--- config.mk ---
export PLATFORM = sky130hd
export DESIGN_NAME = wake_ctl
export DESIGN_NICKNAME = d
export VERILOG_FILES = /design/src/rtl/wake_ctl.sv
export SDC_FILE = /design/constraint.sdc
export NUM_CORES = 1
export LEC_CHECK = 0
export ABC_CLOCK_PERIOD_IN_PS = 3320
export BUFFER_PORTS_ARGS = -buffer_cell sky130_fd_sc_hd__buf_2
export CAP_MARGIN = 20
export CELL_PAD_IN_SITES_DETAIL_PLACEMENT = 0
export CELL_PAD_IN_SITES_GLOBAL_PLACEMENT = 1
export CORE_ASPECT_RATIO = 0.9
export CORE_MARGIN = 1
export CORE_UTILIZATION = 51
export CTS_BUF_LIST = sky130_fd_sc_hd__clkbuf_8 sky130_fd_sc_hd__clkbuf_16
export CTS_CLUSTER_DIAMETER = 200
export DETAILED_ROUTE_END_ITERATION = 8
export PLACE_DENSITY = 0.88
export SLEW_MARGIN = 20
export SYNTH_ARGS = -nofsm -noshare
export SYNTH_HDL_FRONTEND = slang
export SYNTH_SLANG_ARGS = --single-unit
export TNS_END_PERCENT = 100
--- constraint.sdc ---
create_clock -name clk_i -period 3.32 [get_ports clk_i]
set_clock_uncertainty 0.15 [all_clocks]
set_input_delay 0.498 -clock clk_i [delete_from_list [all_inputs] [get_ports clk_i]]
set_output_delay 0.498 -clock clk_i [all_outputs]
set_load 0.05 [all_outputs]
--- src/rtl/wake_ctl.sv ---
// ============================================================================
// Module  : wake_ctl
// Purpose : VAD qualification (sync, mask, combine, debounce) and wake-pulse FSM
//           gating the DFE/ACO/WRD pipeline.
// Revision: 1.0 - initial release
// ============================================================================
`default_nettype none

module wake_ctl #(
    parameter int F_SYSTEM_CLK      = 16000000,
    parameter int N_VAD             = 2,
    parameter int VAD_MODE          = 0,
    parameter int DEBOUNCE_CYCLES   = 16,
    parameter int HOLD_CYCLES       = F_SYSTEM_CLK,
    parameter int WAKE_PULSE_CYCLES = F_SYSTEM_CLK / 1000,
    parameter int COOLDOWN_CYCLES   = F_SYSTEM_CLK / 2
) (
    input  logic             clk_i,
    input  logic             rst_n_i,
    input  logic [N_VAD-1:0] vad_i,
    input  logic [N_VAD-1:0] vad_mask_i,
    input  logic             wake_valid_i,
    input  logic             wake_i,
    output logic             en_o,
    output logic             wake_o,
    output logic [1:0]       state_o,
    output logic [7:0]       wake_count_o
);

    localparam int C_T_MAX0 = (HOLD_CYCLES > WAKE_PULSE_CYCLES) ? HOLD_CYCLES : WAKE_PULSE_CYCLES;
    localparam int C_T_MAX  = (C_T_MAX0 > COOLDOWN_CYCLES) ? C_T_MAX0 : COOLDOWN_CYCLES;
    localparam int TW       = $clog2(C_T_MAX + 1);
    localparam int DW       = $clog2(DEBOUNCE_CYCLES + 1);

    localparam logic [TW-1:0] C_HOLD_LD  = TW'(HOLD_CYCLES - 1);
    localparam logic [TW-1:0] C_PULSE_LD = TW'(WAKE_PULSE_CYCLES - 1);
    localparam logic [TW-1:0] C_COOL_LD  = TW'(COOLDOWN_CYCLES - 1);
    localparam logic [DW-1:0] C_DB_LAST  = DW'(DEBOUNCE_CYCLES - 1);

    localparam logic [1:0] S_IDLE     = 2'd0;
    localparam logic [1:0] S_ACTIVE   = 2'd1;
    localparam logic [1:0] S_WAKE     = 2'd2;
    localparam logic [1:0] S_COOLDOWN = 2'd3;

    logic [N_VAD-1:0] sync1_q, sync2_q;
    logic             vad_raw;
    logic [DW-1:0]    db_cnt_q, db_cnt_d;
    logic             vad_db_q, vad_db_d;
    logic [1:0]       state_q, state_d;
    logic [TW-1:0]    timer_q, timer_d;
    logic [7:0]       count_q, count_d;
    logic             en_q, en_d;
    logic             wake_q, wake_d;

    // Two-flop synchroniser; vad_i is asynchronous to clk_i.
    always_ff @(posedge clk_i or negedge rst_n_i) begin
        if (!rst_n_i) begin
            sync1_q <= '0;
            sync2_q <= '0;
        end else begin
            sync1_q <= vad_i;
            sync2_q <= sync1_q;
        end
    end

    generate
        if (VAD_MODE == 0) begin : g_or
            assign vad_raw = |(sync2_q & vad_mask_i);
        end else begin : g_and
            // An all-zero mask must not read as "all channels active".
            assign vad_raw = (vad_mask_i != '0) && (&(sync2_q | ~vad_mask_i));
        end
    endgenerate

    always_comb begin
        db_cnt_d = '0;
        vad_db_d = vad_db_q;
        if (vad_raw != vad_db_q) begin
            if (db_cnt_q == C_DB_LAST) begin
                vad_db_d = vad_raw;
            end else begin
                db_cnt_d = db_cnt_q + 1'b1;
            end
        end
    end

    // One shared timer serves hold, pulse and cooldown, as only one is live per state.
    always_comb begin
        state_d = state_q;
        timer_d = timer_q;
        count_d = count_q;
        case (state_q)
            S_IDLE: begin
                if (vad_db_q) begin
                    state_d = S_ACTIVE;
                    timer_d = C_HOLD_LD;
                end
            end
            S_ACTIVE: begin
                if (wake_valid_i && wake_i) begin
                    state_d = S_WAKE;
                    timer_d = C_PULSE_LD;
                    if (count_q != 8'hFF) begin
                        count_d = count_q + 1'b1;
                    end
                end else if (vad_db_q) begin
                    timer_d = C_HOLD_LD;
                end else if (timer_q == '0) begin
                    state_d = S_IDLE;
                end else begin
                    timer_d = timer_q - 1'b1;
                end
            end
            S_WAKE: begin
                if (timer_q == '0) begin
                    state_d = S_COOLDOWN;
                    timer_d = C_COOL_LD;
                end else begin
                    timer_d = timer_q - 1'b1;
                end
            end
            S_COOLDOWN: begin
                if (timer_q == '0) begin
                    state_d = S_IDLE;
                end else begin
                    timer_d = timer_q - 1'b1;
                end
            end
            default: begin
                state_d = S_IDLE;
                timer_d = '0;
            end
        endcase
        en_d   = (state_d == S_ACTIVE);
        wake_d = (state_d == S_WAKE);
    end

    always_ff @(posedge clk_i or negedge rst_n_i) begin
        if (!rst_n_i) begin
            db_cnt_q <= '0;
            vad_db_q <= 1'b0;
            state_q  <= S_IDLE;
            timer_q  <= '0;
            count_q  <= '0;
            en_q     <= 1'b0;
            wake_q   <= 1'b0;
        end else begin
            db_cnt_q <= db_cnt_d;
            vad_db_q <= vad_db_d;
            state_q  <= state_d;
            timer_q  <= timer_d;
            count_q  <= count_d;
            en_q     <= en_d;
            wake_q   <= wake_d;
        end
    end

    assign en_o         = en_q;
    assign wake_o       = wake_q;
    assign state_o      = state_q;
    assign wake_count_o = count_q;

endmodule

`default_nettype wire

==> impl_metrics.env <==
export IMPL_worst_setup_path_type="reg -> reg"
export IMPL_yosysSeqAreaShare_pct=43.4
export IMPL_grt_max_degree=47
export IMPL_dieHeight_um=70.4
export IMPL_maxClockFrequency_ghz=0.402
export IMPL_synth_edf_count=0
export IMPL_power_density_nw_per_um2=619
export IMPL_cts_num_sinks=46
export IMPL_grt_pass1_wl_um=10600
export IMPL_r2r_start="timer_q[0]"
export IMPL_cts_htree_levels=2
export IMPL_routed_via_density=6.10
export IMPL_endpoint_kind="flip-flop"
export IMPL_drive_gt1_share_pct=18.4
export IMPL_syn_avg_cell_area_um2=9.90
export IMPL_r2r_cells=8
export IMPL_synth_async_reset_ratio_pct=100
export IMPL_synth_seq_cells=46
export IMPL_fin_setup_tns_ns=0
export IMPL_multi_input_area_um2=1420
export IMPL_drv_slew=0
export IMPL_yosys_most_used_dff="dfrtp_1"
export IMPL_portBuffers=19
export IMPL_core_um2=4920
export IMPL_antenna_cells=0
export IMPL_ioPinCount=20
export IMPL_gp_congestion=0.821
export IMPL_post_drt_wl_per_cell_um=17.4
export IMPL_area_growth_pct=9.38
export IMPL_timing_final_ws_setup_ns=0.835
export IMPL_dp_cells=345
export IMPL_synthCells=268
export IMPL_max_slew_margin_pct=48.2
export IMPL_synth_area_um2=2650
export IMPL_root_buffer="clkbuf_8"
export IMPL_antenna_found_initial=0
export IMPL_synth_nets=281
export IMPL_fin_nets=300
export IMPL_yosysWarnings=0
export IMPL_synth_distinct_cells=62
export IMPL_place_hpwl_um=4330
export IMPL_fin_crit_ns=2.48
export IMPL_gr_total_overflow=0
export IMPL_crit_start="timer_q[0]"
export IMPL_p_leak_nw=1.20
export IMPL_final_cells=353
export IMPL_hold_violations=0
export IMPL_cts_setup_buffers=0
export IMPL_critPathMaxFanout=5
export IMPL_r2r_end="timer_q[0]"
export IMPL_critPathLaunchType="flip-flop"
export IMPL_hold_class="in -> async"
export IMPL_die_width_um=78.0
export IMPL_ant_nets=0
export IMPL_route_detailed_drc=0
export IMPL_track_usage_pct=24.7
export IMPL_numCtsBuffers=5
export IMPL_hold_buffers=0
export IMPL_seqCellArea_um2=1150
export IMPL_setup_viol=0
export IMPL_drt_total_wl_um=6140
export IMPL_cts_resized=0
export IMPL_ir_drop_uv=350
export IMPL_die_area_um2=5500
export IMPL_dp_slack_ns=0.913
export IMPL_worstPathArrival_ns=2.51
export IMPL_cts_buffer_depth=2
export IMPL_rrSetupSlack_ns=0.84
export IMPL_grt_pass1_vias=2162
export IMPL_rsz0062_at_grt="false"
export IMPL_finalPower_mw=1.80
export IMPL_status="finished clean"
export IMPL_start_util_pct=53.9
export IMPL_fillCellCount=438
export IMPL_worstMarginPinSlew_ns=0.771
export IMPL_cts_tree="built"
export IMPL_dr_pass1_iters=4
export IMPL_placement_rows=24
export IMPL_drt_iter0_markers=214
export IMPL_endpoint="timer_q[0]"
export IMPL_cts_clk_slew_worst_paths_ns=0.09
export IMPL_vias=2155
export IMPL_clock_latency_ns=0.31
export IMPL_drv_cap=0
export IMPL_final_period_utilization_pct=74.8
export IMPL_crit_required_ns=3.34
-- power breakdown --
part / switching [mW] / internal (mW)
combinational: 0.317 / 0.214
clock: 0.203 / 0.172
sequential: 0.206 / 0.686
total: 0.725 / 1.07
-- synth_stat cells, drive strengths merged, types with 4 or more instances --
cell type | instances | share of area, %
inv | 7 | 0.99
or3 | 4 | 0.94
a31oi | 13 | 3.3
nor4 | 15 | 6.7
nor3 | 13 | 2.9
nand4 | 7 | 1.7
a21o | 5 | 1.4
nor2 | 19 | 2.7
buf | 5 | 1.4
nand2b | 4 | 0.94
clkbuf | 6 | 0.85
o21ai | 17 | 3.2
ha | 5 | 2.4
nand2 | 16 | 2.5
and3 | 4 | 0.94
nand3 | 7 | 1.5
o31ai | 7 | 2.7
dfrtp | 46 | 43
xor2 | 5 | 1.7
a21oi | 15 | 2.8
xnor2 | 7 | 2.3
-- critical path, stage by stage, from the launching register on --
cell	delay (ns)
dfrtp_1	0.44
inv_1	0.12
ha_1	0.18
nor2b_1	0.31
nand3_1	0.21
or3_1	0.42
ha_1	0.28
mux2i_1	0.15
a22oi_1	0.09
-- sequential cells by signal (all words and copies together), names as in the netlist --
| name | cells |
|---|---|
| wake_o | 1 |
| sync2_q | 2 |
| db_cnt_q | 5 |
| sync1_q | 2 |
| state_o | 2 |
| en_o | 1 |
| timer_q | 24 |
| vad_db_q | 1 |
| wake_count_o | 8 |
-- stage by stage --
| step | instance area (um^2) | hold WS, ns | utilization [%] |
|---|---|---|---|
| finish | 2900 | 0.0311 | 58.9 |
| global route | 2900 | 0.0838 | 58.9 |
| CTS | 2900 | 0.136 | 58.9 |
| detailed placement | 2800 | 0.192 | 56.9 |
| global placement | 2800 | 0.183 | 56.9 |
| floorplan | 2650 | 0.0524 | - |
-- layout by cell type, fill, tap and decap left out, drive strengths merged, types with 5 or more instances in the layout --
master	synthesis	routed
a21oi	15	15
xor2	5	5
clkbuf	6	6
inv	7	8
nor2	19	19
o31ai	7	7
xnor2	7	7
nor3	13	13
nand3	7	7
o21ai	17	17
dfrtp	46	46
buf	5	23
nor4	15	15
a21o	5	5
nand4	7	7
ha	5	5
nand2	16	16
a31oi	13	13
-- logic make-up after synthesis --
logic type / Yosys count / synth area share, %
xor gates and xnor gates: 12 / 3.96
muxes: 3 / 1.18
and+or+nand+nor: 105 / 25.2
buffers and inverters: 18 / 3.21
adders and majority gates: 5 / 2.36
DFF: 46 / 43.4
AOI/OAI and AO/OA: 79 / 20.7
-- layer usage --
layer  wire length, um  vias up  global-route usage (%)
met2              2840       54                    37.6
met4               122        0                    10.1
met5                 0        -                       0
met1              2870     1035                    34.9
li1                  -     1053                       -
met3               308       13                    4.18
-- layout make-up --
| type | instances | area share (%) |
|---|---|---|
| Clock buffer | 6 | 2.84 |
| Clock inverter | 2 | 0.560 |
| Inverter | 7 | 0.905 |
| Multi-Input combinational cell | 204 | 48.8 |
| Sequential cell | 46 | 39.7 |
| Tap cell | 65 | 2.80 |
| Timing Repair Buffer | 23 | 4.40 |
-- how the worst min path moves through the flow --
| stage | startpoint | end | slack [ns] | cells past startpoint |
|---|---|---|---|---|
| floorplan | rst_n_i | db_cnt_q[0] | 0.05 | 0 |
| global placement | sync1_q[0] | sync2_q[0] | 0.18 | 0 |
| detailed placement | sync1_q[0] | sync2_q[0] | 0.19 | 0 |
| CTS | vad_i[0] | sync1_q[0] | 0.14 | 1 |
| global route | rst_n_i | db_cnt_q[4] | 0.08 | 1 |
| finish | rst_n_i | db_cnt_q[4] | 0.03 | 1 |
(Power assumes the default switching activity.)
